**src/rtl/if_id_stage_if.sv**
```systemverilog
// Fetch-stage bus: hazard/redirect controls in, instruction-memory port, IF/ID register contents out.
interface if_id_stage_if #(
    parameter int CNT_W = 16
);
    logic             pcwrite;
    logic             if_id_write;
    logic             branch_taken;
    logic [31:0]      branch_target;
    logic             jump;
    logic [31:0]      jump_target;
    logic [31:0]      imem_addr;
    logic [31:0]      imem_rdata;
    logic [31:0]      if_id_instr;
    logic [31:0]      if_id_pc4;
    logic             if_id_valid;
    logic [CNT_W-1:0] stall_cnt;

    modport master (
        output pcwrite, if_id_write, branch_taken, branch_target, jump, jump_target, imem_rdata,
        input  imem_addr, if_id_instr, if_id_pc4, if_id_valid, stall_cnt
    );

    modport slave (
        input  pcwrite, if_id_write, branch_taken, branch_target, jump, jump_target, imem_rdata,
        output imem_addr, if_id_instr, if_id_pc4, if_id_valid, stall_cnt
    );
endinterface

```
**src/rtl/if_id_stage.sv**
```systemverilog
// PC register plus IF/ID pipeline register; imem read is combinational, so an instruction lands in IF/ID one cycle after its PC.
// Stalls hold PC and IF/ID through pcwrite/if_id_write; branch/jump redirects override stalls and flush IF/ID.
module if_id_stage #(
    parameter logic [31:0] RESET_PC  = 32'h0000_0000,
    parameter logic [31:0] NOP_INSTR = 32'h0000_0000,
    parameter int          CNT_W     = 16
) (
    input  logic          clk,
    input  logic          rst,
    if_id_stage_if.slave  bus
);
    localparam logic [CNT_W-1:0] CNT_ONE = {{(CNT_W-1){1'b0}}, 1'b1};
    localparam logic [CNT_W-1:0] CNT_MAX = {CNT_W{1'b1}};

    logic [31:0]      pc;
    logic [31:0]      pc_plus4;
    logic             redirect;
    logic [31:0]      redirect_target;
    logic             stall;
    logic [31:0]      instr_q;
    logic [31:0]      pc4_q;
    logic             valid_q;
    logic [CNT_W-1:0] cnt_q;

    // The branch sits in EX and is older than the jump in ID, so it wins.
    always_comb begin
        redirect             = bus.branch_taken | bus.jump;
        redirect_target      = bus.branch_taken ? bus.branch_target : bus.jump_target;
        redirect_target[1:0] = 2'b00;
    end

    assign pc_plus4 = pc + 32'd4;
    assign stall    = ~bus.pcwrite & ~redirect;

    always_ff @(posedge clk) begin
        if (rst) begin
            pc <= RESET_PC;
        end else if (redirect) begin
            pc <= redirect_target;
        end else if (bus.pcwrite) begin
            pc <= pc_plus4;
        end
    end

    always_ff @(posedge clk) begin
        if (rst || redirect) begin
            instr_q <= NOP_INSTR;
            pc4_q   <= 32'd0;
            valid_q <= 1'b0;
        end else if (bus.if_id_write) begin
            instr_q <= bus.imem_rdata;
            pc4_q   <= pc_plus4;
            valid_q <= 1'b1;
        end
    end

    always_ff @(posedge clk) begin
        if (rst) begin
            cnt_q <= '0;
        end else if (stall && (cnt_q != CNT_MAX)) begin
            cnt_q <= cnt_q + CNT_ONE;
        end
    end

    assign bus.imem_addr   = pc;
    assign bus.if_id_instr = instr_q;
    assign bus.if_id_pc4   = pc4_q;
    assign bus.if_id_valid = valid_q;
    assign bus.stall_cnt   = cnt_q;
endmodule

```
**src/flat_wrapper.sv**
```systemverilog
// flat-port wrapper written by rule: the top's interface ports become plain ports
module if_id_stage_flat 
#(
    parameter logic [31:0] RESET_PC  = 32'h0000_0000,
    parameter logic [31:0] NOP_INSTR = 32'h0000_0000,
    parameter int          CNT_W     = 16
)
  (clk, rst, bus_pcwrite, bus_if_id_write, bus_branch_taken, bus_branch_target, bus_jump, bus_jump_target, bus_imem_rdata, bus_imem_addr, bus_if_id_instr, bus_if_id_pc4, bus_if_id_valid, bus_stall_cnt);
  if_id_stage_if #(.CNT_W(CNT_W)) bus_i ();
  input  logic clk;
  input  logic rst;
  input wire logic [$bits(bus_i.pcwrite)-1:0] bus_pcwrite;
  input wire logic [$bits(bus_i.if_id_write)-1:0] bus_if_id_write;
  input wire logic [$bits(bus_i.branch_taken)-1:0] bus_branch_taken;
  input wire logic [$bits(bus_i.branch_target)-1:0] bus_branch_target;
  input wire logic [$bits(bus_i.jump)-1:0] bus_jump;
  input wire logic [$bits(bus_i.jump_target)-1:0] bus_jump_target;
  input wire logic [$bits(bus_i.imem_rdata)-1:0] bus_imem_rdata;
  output wire logic [$bits(bus_i.imem_addr)-1:0] bus_imem_addr;
  output wire logic [$bits(bus_i.if_id_instr)-1:0] bus_if_id_instr;
  output wire logic [$bits(bus_i.if_id_pc4)-1:0] bus_if_id_pc4;
  output wire logic [$bits(bus_i.if_id_valid)-1:0] bus_if_id_valid;
  output wire logic [$bits(bus_i.stall_cnt)-1:0] bus_stall_cnt;
  assign bus_i.pcwrite = bus_pcwrite;
  assign bus_i.if_id_write = bus_if_id_write;
  assign bus_i.branch_taken = bus_branch_taken;
  assign bus_i.branch_target = bus_branch_target;
  assign bus_i.jump = bus_jump;
  assign bus_i.jump_target = bus_jump_target;
  assign bus_i.imem_rdata = bus_imem_rdata;
  assign bus_imem_addr = bus_i.imem_addr;
  assign bus_if_id_instr = bus_i.if_id_instr;
  assign bus_if_id_pc4 = bus_i.if_id_pc4;
  assign bus_if_id_valid = bus_i.if_id_valid;
  assign bus_stall_cnt = bus_i.stall_cnt;
  if_id_stage #(.RESET_PC(RESET_PC), .NOP_INSTR(NOP_INSTR), .CNT_W(CNT_W)) u_core (.clk(clk), .rst(rst), .bus(bus_i));
endmodule
```
**config.mk**
```make
export PLATFORM = sky130hd
export DESIGN_NAME = if_id_stage_flat
export DESIGN_NICKNAME = d
export VERILOG_FILES = /design/src/rtl/if_id_stage_if.sv /design/src/rtl/if_id_stage.sv /design/src/flat_wrapper.sv
export SDC_FILE = /design/constraint.sdc
export NUM_CORES = 1
export LEC_CHECK = 0
export BUFFER_PORTS_ARGS = -buffer_cell sky130_fd_sc_hd__buf_2
export CORE_UTILIZATION = 37
export CTS_CLUSTER_DIAMETER = 60
export DETAILED_ROUTE_END_ITERATION = 8
export GPL_TIMING_DRIVEN = 0
export HOLD_SLACK_MARGIN = 0.1
export SLEW_MARGIN = 0
export SYNTH_ARGS = -nofsm -noshare
export SYNTH_HDL_FRONTEND = slang
export SYNTH_SLANG_ARGS = --single-unit
```
**constraint.sdc**
```tcl
create_clock -name clk -period 5.6 [get_ports clk]
set_clock_uncertainty 0.15 [all_clocks]
set_input_delay 0.56 -clock clk [delete_from_list [all_inputs] [get_ports clk]]
set_output_delay 0.56 -clock clk [all_outputs]
set_load 0.01 [all_outputs]
```
* Word-level counts from Yosys, hierarchy flattened
Cells that the tools add are included. W data, S select, Z words.
Storage, ports and cells: output and inout bits 113, flip-flop bits (word level) 113, word-level logic and storage cells 20
Cells by class: equal/unequal tests 1, $add $sub $neg 2, bitwise operators 4, reductions and logical operators 4, multiplexer cells 3
Operators with widths (count):
- $mux W32 | 3
- $add A32 B3 Y32 const B | 1
- $add A16 B1 Y16 const B | 1
- $ne A16 B16 Y1 const B | 1
- $not A1 Y1 | 2
- $reduce_bool A2 Y1 | 1
- $reduce_or A2 Y1 | 1
- $and A1 B1 Y1 | 1
- $logic_and A1 B1 Y1 | 1
- $logic_or A1 B1 Y1 | 1
- $or A1 B1 Y1 | 1

* Logic depth before layout (Yosys ltp)
Gate-level depths: netlist of the first run.
depth after elaboration 4, mapped depth 7, mapped depth without buffers 6

* Worst setup path before layout of the first run
OpenSTA, ideal clock, no wires.
kind register to register, from reg u_core.pc[2] (netlist: u_core.bus.imem_addr[2]), to reg u_core.pc[26] (netlist: u_core.bus.imem_addr[26]), arrival time 1793 ps, setup time 95 ps, data required time 5355 ps, period minus slack after synthesis 2039 ps, cell stages (with the launch flop) 7, path slack 3561 ps, path buffers 0, path through dfxtp_1 > ha_1 > nand2_1 > nor4_4 > and4b_1 > o21ai_1 > a221oi_1
On the way: longest elaborated chain between the ends 3
RTL lines:
- from (decl) | line if_id_stage.sv:15 | logic [31:0] pc;
- from (signal assigned) | line if_id_stage.sv:39 | pc <= redirect_target;
- from (signal assigned) | line if_id_stage.sv:41 | pc <= pc_plus4;
- $add A32 B3 Y32 | line if_id_stage.sv:32 | assign pc_plus4 = pc + 32'd4;
- $mux W32 | line if_id_stage.sv:40 | end else if (bus.pcwrite) begin
- $mux W32 | line if_id_stage.sv:38 | end else if (redirect) begin
No other way between the ends. The select of a mux whose other input is x is not followed. A chain may end at the register's enable or synchronous reset.

* Worst setup path in the final report of the first run
Same ends and word-level chain as after synthesis.

==> implementation parameters, run 1 <==
Parameter                              Value

Setup path
  Category of the worst setup path launch point ... register
  Crit-path max FO ... 6
  Endpoint kind of the worst setup timing path ... register
  Worst endpoint required time ... 5720 ps
  Worst path arrival time ... around 2600 ps
  Class of the most critical setup path ... register to register

Synthesis
  Ys async rst share ... 0%
  Mean instance size in the synthesized netlist ... between 8 and 9 um2
  Cell taking the most area after synthesis ... dfxtp_1
  Number of flip-flops and latches in the synthesized netlist ... ~110
  Post-synth cell types ... 66
  Instance count of the mapped netlist ... 684
  Share of the synthesized area in the top cell type ... between 30% and 40%
  Number of enable-type register cells in the synthesized netlist ... 0
  Post-synth design cell area ... about 5700 um2
  Predominant post-synthesis flop cell ... dfxtp_1
  Fraction of the yosys area taken by sequential cells ... between 30% and 40%
  Number of warnings printed during yosys synthesis ... 0
  Dominant cells by area after synthesis ... dfxtp_1, nor2_1, mux2i_1

CTS
  PostCTS Resize Cnt ... 0
  Clk sink count ... about 110
  Clock Tree Root ... clkbuf_16
  Worst-skew pair later-pin latency ... ~360 ps
  Number of H-tree branching levels ... 3
  TritonCTS clock tree ... done
  Hold_buf cts ... 0
  # Post-CTS Setup Buffers ... 0
  Num CTS Buffers ... 9
  Clock transition at the register clock pins on the worst setup and hold paths after CTS ... ~80 ps
  Clock buffer depth ... 2

Place
  Routability congestion estimate ... between 0.8 and 0.9
  Area of placed instances ... 6974 um2
  Buffers added on ports ... around 210
  DP Wirelength ... ~15000 um

Power
  Leak pwr ... roughly 3.1 nW
  Total power per unit cell area ... about 240 nW/um2
  Maximum vdd ir drop ... between 0.1 and 0.15 mV

Timing
  Final worst-path cycle share ... about 44%
  Final period demand of the worst path ... 2445 ps
  Hold_ws ... 278.2 ps
  Max-slew headroom at the worst pin ... approximately 48%
  Number of setup violations in the final report ... 0
  Unrepaired setup endpoints after global routing ... no
  Final count of pins violating max slew ... 0
  Final number of hold-violating endpoints ... 0
  Slew at the pin closest to its max-slew limit ... 783.2 ps
  Max frequency ... ~410 MHz
  Final TNS setup ... 0 ps

Detailed routing
  Met1 layer wirelength in the final routing ... 8547 um
  DR vias/cell ... between 5 and 6
  Wire length per cell ... roughly 18 um
  Met2 WL post-DR ... 8831 um
  DRC marker count from the first detailed-route iteration ... roughly 380
  Post-route DRC ... 0
  Wire length on met3 ... around 1500 um
  Antenna violation net count after detailed routing ... 0
  Number of vias in the routed layout ... roughly 6000
  Top layer used by detailed routing ... met4
  Number of search-and-repair iterations in the first detailed-routing pass ... 5
  Total routed wirelength ... ~19000 um

Global routing
  Grt ovf ... 0
  Largest net degree at the start of global routing ... 19
  Global Route Usage Sum ... between 20% and 30%
  Number of antenna violations at the first check in global routing ... 1
  Number of global-route vias before repair ... between 5000 and 6000
  Global-route wire length before repair ... 29440 um

Die
  Die extent in x ... around 130 um
  Overall die height ... 126.1 um
  Std-Cell Rows ... 45
  Floorplan Core Area ... around 15000 um2
  Top-level I/O count ... 215
  Die ar. ... around 16000 um2
  Starting density of the core ... between 30% and 40%

Run
  Maximum Capacitance Violations ... 0

Cells and area
  Finished Cell Area ... about 7200 um2
  Area added between synthesis and finish ... 27.10%
  Layout cell share with drive strength beyond 1 ... slightly below 30%
  Number of nets at the end of the flow ... ~1000
  Diode insertion count for antenna repair ... 0

Worst hold path
  Hold/Removal Path Class ... input pin to register

Outcome
  Result of the run ... completed
[per-layer routing]
metal  global-route usage [%]  vias to the layer above
met1                    31.52                     2724
met3                    5.523                       22
li1                         -                     2885
met5                        0                        -
met4                    9.497                        0
met2                    38.38                      219
[layout by cell type (no fill, tap or decap), types with 5 or more instances in the layout]
cell type / n
buf_2: 214
and2_1: 5
nor2b_1: 6
buf_1: 6
nand2b_1: 8
nand4_1: 11
and4_1: 7
mux2i_1: 38
nor2_1: 108
nand2_1: 33
a221oi_1: 8
nand3_1: 18
clkbuf_16: 9
xnor2_1: 23
nor4_1: 7
xor2_1: 10
nor3_1: 22
dfxtp_1: 109
o21ai_0: 53
a21oi_1: 46
a211oi_1: 22
inv_1: 12
o21ai_1: 11
clkbuf_1: 23
buf_6: 5
buf_4: 10
[cells by family after synthesis]
group | synth area share (%)
adders and majority gates | 0.4388
xor gates and xnor gates | 5.069
muxes | 6.671
buffers and inverters | 6.078
other | 0.06577
AOI/OAI and AO/OA | 19.68
DFF | 38.27
and+or+nand+nor | 23.72
[final cells by class]
class / count / area (um2)
fill: 1590 / 7899
tap: 188 / 235.2
buffer: 55 / 301.5
inverter: 12 / 45.04
clock buffer: 9 / 225.2
multi-input combinational: 511 / 3184
clock inverter: 6 / 47.55
timing repair buffer: 205 / 1026
sequential: 109 / 2182
[cells in the mapped netlist (all sizes together) (3+ instances only)]
| library cell | instances |
|---|---|
| o21ai | 64 |
| nand4 | 13 |
| dfxtp | 109 |
| xnor2 | 23 |
| a221oi | 8 |
| o31a | 3 |
| and3 | 5 |
| a21boi | 3 |
| buf | 30 |
| or3 | 3 |
| clkbuf | 24 |
| a211oi | 23 |
| nor4 | 13 |
| xor2 | 10 |
| a21oi | 46 |
| mux2i | 38 |
| and2 | 5 |
| o21a | 4 |
| nand2 | 33 |
| nor2 | 109 |
| nand2b | 8 |
| nand3 | 21 |
| inv | 12 |
| nor3 | 22 |
| nor3b | 4 |
| a2111oi | 5 |
| o21bai | 3 |
| and4 | 8 |
| nor2b | 6 |
[power breakdown]
group	internal [W]	switching, W	leakage [nW]
clock	0.000304	0.000317	0.126
combinational	0.000116	0.000156	2.12
sequential	0.000800	0.0000309	0.887
total	0.00122	0.000504	3.14
[state kept, by name (all words and copies together) (netlist names)]
| register | cells |
|---|---|
| u_core.bus.if_id_valid | 1 |
| u_core.bus.imem_addr | 30 |
| u_core.bus.if_id_instr | 32 |
| u_core.bus.stall_cnt | 16 |
| u_core.bus.if_id_pc4 | 30 |
[stage by stage]
step | setup slack, ps | power (W) | utilization (%) | cells
2_1_floorplan | 3561 | 0.001005 | - | 687
3_3_place_gp | 3082 | 0.001118 | 46.05 | 1080
3_5_place_dp | 3069 | 0.001120 | 46.05 | 1080
4_1_cts | 3217 | 0.001735 | 47.85 | 1095
5_1_grt | 3035 | 0.001794 | 47.85 | 1095
6_report | 3155 | 0.001725 | 47.85 | 1095
[critical path, cell delays in order, from the launching register on]
cell,delay [ps]
dfxtp_1,440
ha_1,320
nand2_1,220
nor4_4,580
and4b_1,290
o21ai_1,60
a221oi_1,290
[path summary, 6_finish.rpt]
kind	cells past startpoint	start	end	slack, ps
hold / removal	3	bus_imem_rdata[17]	u_core.bus.if_id_instr[17]$_SDFFE_PP0P_	280
setup / recovery	6	u_core.bus.imem_addr[2]$_SDFFE_PP0N_	u_core.bus.imem_addr[26]$_SDFFE_PP0N_	3160
hold reg to reg	2	u_core.bus.if_id_pc4[22]$_SDFFE_PP0P_	u_core.bus.if_id_pc4[22]$_SDFFE_PP0P_	320
setup reg to reg	6	u_core.bus.imem_addr[2]$_SDFFE_PP0N_	u_core.bus.imem_addr[26]$_SDFFE_PP0N_	3160
Power figures use the tool's default switching activity.
==> run 2, diff against run 1 <==
--- a/config.mk
+++ b/config.mk
@@ -5,6 +5,7 @@
 export SDC_FILE = /design/constraint.sdc
 export NUM_CORES = 1
 export LEC_CHECK = 0
+export ABC_AREA = 1
 export BUFFER_PORTS_ARGS = -buffer_cell sky130_fd_sc_hd__buf_2
 export CORE_UTILIZATION = 37
 export CTS_CLUSTER_DIAMETER = 60
==> constraint.sdc (replaced) <==
create_clock -name clk -period 2.3 [get_ports clk]
set_clock_uncertainty 0.15 [all_clocks]
set_input_delay 0.23 -clock clk [delete_from_list [all_inputs] [get_ports clk]]
set_output_delay 0.23 -clock clk [all_outputs]
set_load 0.01 [all_outputs]
==> implementation parameters, run 2 <==
Parameter                              Value

Outcome
  Result of the run ... completed

CTS
  TritonCTS clock tree ... done
  Clock Tree Root ... clkbuf_16
  Number of H-tree branching levels ... 3
  # Post-CTS Setup Buffers ... 0
  Num CTS Buffers ... 9
  Clk sink count ... around 110
  Clock transition at the register clock pins on the worst setup and hold paths after CTS ... 70 ps
  Worst-skew pair later-pin latency ... 350 ps
  Clock buffer depth ... 2

Detailed routing
  DRC marker count from the first detailed-route iteration ... roughly 370
  Wire length per cell ... 14.74 um
  Number of vias in the routed layout ... ~6300
  Post-route DRC ... 0
  DR vias/cell ... ~4.9
  Number of search-and-repair iterations in the first detailed-routing pass ... 5
  Total routed wirelength ... between 15000 and 20000 um
  Antenna violation net count after detailed routing ... 0

Cells and area
  Most used cells in the layout excluding fill and tap cells ... nand2_1, buf_2, dfxtp_1, nor2_1, dlygate4sd3_1
  Layout cell share with drive strength beyond 1 ... between 20% and 30%
  Area added between synthesis and finish ... 44.94%
  Sequential Area ... between 2000 and 2500 um2
  Combined area of the multi-input logic cells ... ~2800 um2
  Number of nets at the end of the flow ... about 1200
  Diode insertion count for antenna repair ... 0
  Most common library cell in the layout ignoring fill and taps ... nand2_1
  Number of fill cells ... approximately 1500
  Final core utilization ... 54.60%
  Flip-flop count of the largest register, all copies and words added ... 32

Synthesis
  Number of flip-flops and latches in the synthesized netlist ... about 110
  Share of the synthesized area in the top cell type ... 40.01%
  Instance count of the mapped netlist ... ~790
  Post-synth design cell area ... 5454 um2
  Cell taking the most area after synthesis ... dfxtp_1
  Mean instance size in the synthesized netlist ... about 6.9 um2
  Fraction of the yosys area taken by sequential cells ... ~40%
  Number of enable-type register cells in the synthesized netlist ... 0
  Fraction of synthesized cell area in xor and xnor cells ... approximately 3.7%
  Ys async rst share ... 0%
  Post-synth cell types ... 33
  Area fraction in compound gates after synthesis ... 18.56%
  Combinational family with the most area after synthesis ... simple AND/OR/NAND/NOR gates
  Predominant post-synthesis flop cell ... dfxtp_1
  Area share of fa/ha/maj cells after synthesis ... less than 1%
  Number of warnings printed during yosys synthesis ... 0
  Count leader, synth ... nand2_1
  Dominant cells by area after synthesis ... dfxtp_1, nand2_1, nor2_1
  Simple-gate share of the synthesized area ... 29.20%
  Share of synthesized area spent on multiplexers ... 0%
  Most common library cells after synthesis ... nand2_1, dfxtp_1, nor2_1, a21oi_1, inv_1

Timing
  Unrepaired setup endpoints after global routing ... no
  Final worst-path cycle share ... 83.04%
  Max frequency ... 523.6 MHz
  Final count of pins violating max slew ... 0
  Number of setup violations in the final report ... 0
  Final period demand of the worst path ... 1910 ps
  Slew at the pin closest to its max-slew limit ... just over 700 ps
  Final TNS setup ... 0 ps
  Max-slew headroom at the worst pin ... 51.77%
  Final number of hold-violating endpoints ... 0

Worst hold path
  Hold/Removal Path Class ... input pin to register
  Count of cells along the worst hold path ... 3
  Worst min-delay path endpoint ... u_core.bus.imem_addr[7]$_SDFFE_PP0N_
  Startpoint of the lowest-slack hold path ... bus_branch_target[7]

Global routing
  Largest net degree at the start of global routing ... 17
  Number of antenna violations at the first check in global routing ... 0
  Global Route Usage Sum ... between 20 and 25%
  Number of global-route vias before repair ... roughly 5700
  Global-route wire length before repair ... ~29000 um
  Grt ovf ... 0

Die
  Floorplan Core Area ... around 14000 um2
  Die ar. ... 15230 um2
  Starting density of the core ... a little under two fifths
  Overall die height ... 123.4 um
  Die extent in x ... approximately 120 um
  Std-Cell Rows ... 44
  Top-level I/O count ... roughly 220

Setup path
  Critical register-to-register path startpoint ... u_core.bus.stall_cnt[0]$_SDFFE_PP0P_
  Worst R2R Setup Slack ... approximately 400 ps
  Category of the worst setup path launch point ... input pin
  Endpoint kind of the worst setup timing path ... register
  Worst Reg-to-Reg Cells ... 9
  Class of the most critical setup path ... input pin to register
  Critical register-to-register path endpoint ... u_core.bus.stall_cnt[7]$_SDFFE_PP0P_
  Worst path arrival time ... just over 2000 ps
  Crit-path max FO ... 10
  Worst endpoint required time ... around 2400 ps

Place
  Buffers added on ports ... between 200 and 250
  Routability congestion estimate ... ~0.9
  DP Wirelength ... ~14000 um

Power
  Total power per unit cell area ... approximately 530 nW/um2
  Maximum vdd ir drop ... roughly 0.46 mV
  Leak pwr ... roughly 3.7 nW

Run
  Maximum Capacitance Violations ... 0
## run 2: how the worst max path moves through the flow
stage	start	to	slack (ps)	cells past startpoint
2_1_floorplan	u_core.bus.stall_cnt[1]$_SDFFE_PP0P_	u_core.bus.stall_cnt[6]$_SDFFE_PP0P_	600	9
3_3_place_gp	u_core.bus.stall_cnt[0]$_SDFFE_PP0P_	u_core.bus.stall_cnt[7]$_SDFFE_PP0P_	420	9
3_5_place_dp	u_core.bus.stall_cnt[0]$_SDFFE_PP0P_	u_core.bus.stall_cnt[8]$_SDFFE_PP0P_	410	9
4_1_cts	u_core.bus.stall_cnt[0]$_SDFFE_PP0P_	u_core.bus.stall_cnt[8]$_SDFFE_PP0P_	400	9
5_1_grt	u_core.bus.imem_addr[2]$_SDFFE_PP0N_	u_core.bus.if_id_pc4[28]$_SDFFE_PP0P_	180	10
6_report	bus_branch_taken	u_core.bus.imem_addr[2]$_SDFFE_PP0N_	390	8
## run 2: kinds of logic (layout without fill, tap and decap cells)
family                   Yosys count  in the layout
flip-flops                       109            109
other                              1              4
AND/OR/NAND/NOR                  377            377
AO/OA/AOI/OAI                    174            174
buffers and inverters            106            418
adder cells (fa/ha/maj)            2              2
XOR/XNOR                          23             23
## run 2: stage by stage
stage | setup WS [ps] | hold slack (ps) | instances | instance area, um2 | total power [W]
2_1_floorplan | 600.7 | 149.1 | 795 | 5465 | 0.002361
3_3_place_gp | 419.7 | 296.1 | 1185 | 6726 | 0.002629
3_5_place_dp | 411.8 | 300.0 | 1185 | 6726 | 0.002633
4_1_cts | 400.6 | 107.9 | 1291 | 7905 | 0.004242
5_1_grt | 184.0 | 107.3 | 1291 | 7905 | 0.004426
6_report | 390.0 | 114.7 | 1291 | 7905 | 0.004225
## run 2: power breakdown
group	internal [W]	switching, W
sequential	0.00195	0.0000783
combinational	0.000345	0.000367
clock	0.000763	0.000719
## run 2: critical path: stages
cell and delay [ps]:
buf_2 140, inv_1 60, nand2_1 40, inv_1 80, clkbuf_1 560, a22oi_1 190, dlygate4sd3_1 640, a21oi_1 120
## run 2: timing repair
action	4_1_cts	5_1_grt
hold buffers	91	0
gates resized for setup	0	0
hold endpoints to repair	65	0
## run 2: layer usage
layer  part of all wire [%]  track usage [%]  wire length, um
met5                      0                0                0
met4                    2.0            7.078              374
met3                    6.2            6.181             1176
met2                     48            41.06             9161
met1                     44            31.55             8317
## run 2: area by class of cell
type	instances	area share, %
Sequential cell	109	27.60
Inverter	63	2.991
Buffer	43	2.532
Multi-Input combinational cell	580	36.01
Clock inverter	3	0.2691
Clock buffer	12	3.118
Tap cell	184	2.912
Timing Repair Buffer	297	24.56
==> run 3, diff against run 2 <==
==> constraint.sdc (replaced) <==
create_clock -name clk -period 1.8 [get_ports clk]
set_clock_uncertainty 0.15 [all_clocks]
set_input_delay 0.18 -clock clk [delete_from_list [all_inputs] [get_ports clk]]
set_output_delay 0.18 -clock clk [all_outputs]
set_load 0.01 [all_outputs]
==> implementation parameters, run 3 (same netlist as run 2, synthesis figures left out) <==
Parameter                              Value

Outcome
  Result of the run ... completed

Setup path
  Worst R2R Setup Slack ... about 100 ps
  Endpoint kind of the worst setup timing path ... register
  Worst endpoint required time ... between 1500 and 2000 ps
  Capture point of the critical path ... u_core.bus.imem_addr[19]$_SDFFE_PP0N_
  Category of the worst setup path launch point ... input pin
  Class of the most critical setup path ... input pin to register
  Critical register-to-register path startpoint ... u_core.bus.stall_cnt[0]$_SDFFE_PP0P_
  Worst path arrival time ... roughly 1800 ps
  Critical Path Source ... bus_jump_target[19]
  Worst Reg-to-Reg Cells ... 9
  Critical register-to-register path endpoint ... u_core.bus.stall_cnt[8]$_SDFFE_PP0P_
  Crit-path max FO ... 1

Run
  Maximum Capacitance Violations ... 0

Timing
  Hold_ws ... about 180 ps
  Final number of hold-violating endpoints ... 0
  Max-slew headroom at the worst pin ... between 50% and 60%
  Number of setup violations in the final report ... 0
  Final count of pins violating max slew ... 0
  Unrepaired setup endpoints after global routing ... yes
  Slew at the pin closest to its max-slew limit ... roughly 740 ps
  Final period demand of the worst path ... around 1700 ps
  Max frequency ... about 580 MHz
  Final worst-path cycle share ... 96.47%
  Final TNS setup ... 0 ps

Global routing
  Number of antenna violations at the first check in global routing ... 0
  Largest net degree at the start of global routing ... 17
  Grt ovf ... 0
  Global-route wire length before repair ... 29010 um
  Global Route Usage Sum ... roughly a quarter
  Number of global-route vias before repair ... 5742

Power
  Sequential fraction of design power ... 47.8%
  Leak pwr ... 3.746 nW
  Design internal power ... approximately 0.0039 W
  Switching part of the total ... ~28%
  Clock network fraction of total power ... 34.8%
  Share of total power in combinational logic ... 17.4%
  Total power per unit cell area ... between 600 and 700 nW/um2
  Maximum vdd ir drop ... just under 0.6 mV
  Switching power ... 0.001499 W

Worst hold path
  Startpoint of the lowest-slack hold path ... bus_jump
  Hold/Removal Path Class ... input pin to register

Cells and area
  Number of fill cells ... approximately 1500
  Diode insertion count for antenna repair ... 0
  Area added between synthesis and finish ... 49.07%
  Sequential Area ... 2215 um2
  Number of nets at the end of the flow ... 1221
  Most used cells in the layout excluding fill and tap cells ... nand2_1, buf_2, dlygate4sd3_1, dfxtp_1, nor2_1
  Flip-flop count of the largest register, all copies and words added ... 32
  Layout cell share with drive strength beyond 1 ... approximately 28%
  Combined area of the multi-input logic cells ... about 3000 um2
  Most common library cell in the layout ignoring fill and taps ... nand2_1
  Finished Cell Area ... 8130 um2

Detailed routing
  Wire length per cell ... approximately 15 um
  DR vias/cell ... about 4.9
  Post-route DRC ... 0
  Number of search-and-repair iterations in the first detailed-routing pass ... 5
  Total routed wirelength ... between 15000 and 20000 um
  DRC marker count from the first detailed-route iteration ... between 300 and 400
  Antenna violation net count after detailed routing ... 0
  Number of vias in the routed layout ... 6442

CTS
  Clock Tree Root ... clkbuf_16
  Clock transition at the register clock pins on the worst setup and hold paths after CTS ... ~70 ps
  Clock buffer depth ... 2
  TritonCTS clock tree ... done
  Clk sink count ... between 100 and 150
  Num CTS Buffers ... 9
  Worst-skew pair later-pin latency ... between 300 and 400 ps
  Number of H-tree branching levels ... 3

Place
  Routability congestion estimate ... slightly below 0.9
  DP Wirelength ... between 10000 and 15000 um
  Buffers added on ports ... 206
  Area of placed instances ... 6726 um2

Die
  Die extent in x ... 123.4 um
  Floorplan Core Area ... between 10000 and 15000 um2
  Overall die height ... 123.4 um
  Die ar. ... 15230 um2
  Top-level I/O count ... between 200 and 250
  Starting density of the core ... 37.67%
  Std-Cell Rows ... between 40 and 50
[run 3: changes by cell type in the layout (fill, tap and decap cells not counted), moves of 3 or more]
| cell | change |
|---|---|
| buf_4 | +13 |
| clkbuf_1 | -4 |
| clkbuf_2 | +4 |
| dfxtp_1 | -18 |
| dfxtp_2 | +14 |
| dfxtp_4 | +4 |
| nand2_1 | -3 |
| nand2_2 | +3 |
| nor2_4 | +3 |
[run 3: through the flow]
step / cells / total power [W] / util (%) / worst slack, ps
floorplan: 795 / 0.003017 / - / 100.7
global placement: 1185 / 0.003360 / 46.46 / -80.26
detailed placement: 1185 / 0.003364 / 46.46 / -88.15
CTS: 1293 / 0.005424 / 54.94 / 1.834
global route: 1305 / 0.005694 / 56.15 / -32.43
finish: 1305 / 0.005436 / 56.15 / 63.52
[run 3: repair_timing]
item | in CTS | in global routing
endpoints found under the hold margin | 65 | 0
hold buffers | 93 | 0
pin swaps | 1 | 7
resized for setup | 10 | 40
endpoints found under the setup margin | 23 | 49
buffers inserted | 0 | 12
[run 3: worst min-delay path by stage]
stage	slack, ps	end	cells past startpoint
after floorplan	100	u_core.bus.stall_cnt[15]$_SDFFE_PP0P_	1
after global placement	280	u_core.bus.if_id_instr[31]$_SDFFE_PP0P_	3
after detailed placement	290	u_core.bus.if_id_instr[24]$_SDFFE_PP0P_	3
after CTS	160	u_core.bus.if_id_pc4[4]$_SDFFE_PP0P_	6
after global routing	200	u_core.bus.if_id_pc4[4]$_SDFFE_PP0P_	6
final	180	u_core.bus.if_id_pc4[4]$_SDFFE_PP0P_	6
[run 3: per-layer routing]
metal	vias up	GRT usage [%]	routed length (um)
met3	41	6.042	1330
met4	0	8.886	531
met1	2924	31.50	8196
met5	-	0	0
li1	3227	-	-
met2	250	40.99	9327
[run 3: worst max-delay path, cell delays in order]
cell and delay (ps):
dlygate4sd3_1 530, buf_2 120, a221oi_1 330, dlygate4sd3_1 610
a21oi_1 60
[run 3: area by class of cell]
type | count | area share [%]
multi-input combinational | 580 | 35.90
sequential | 109 | 27.24
timing repair buffer | 311 | 25.24
clock buffer | 12 | 3.032
inverter | 63 | 2.909
tap | 184 | 2.832
buffer | 43 | 2.585
clock inverter | 3 | 0.2616
[run 3: power by group through the flow]
stage / Combinational (W) / Sequential (W) / Clock [W]
after floorplan: 0.000348 / 0.00267 / 0
after global placement: 0.000713 / 0.00265 / 0
after detailed placement: 0.000717 / 0.00265 / 0
after CTS: 0.000900 / 0.00259 / 0.00193
after global routing: 0.00103 / 0.00261 / 0.00205
final: 0.000944 / 0.00260 / 0.00189
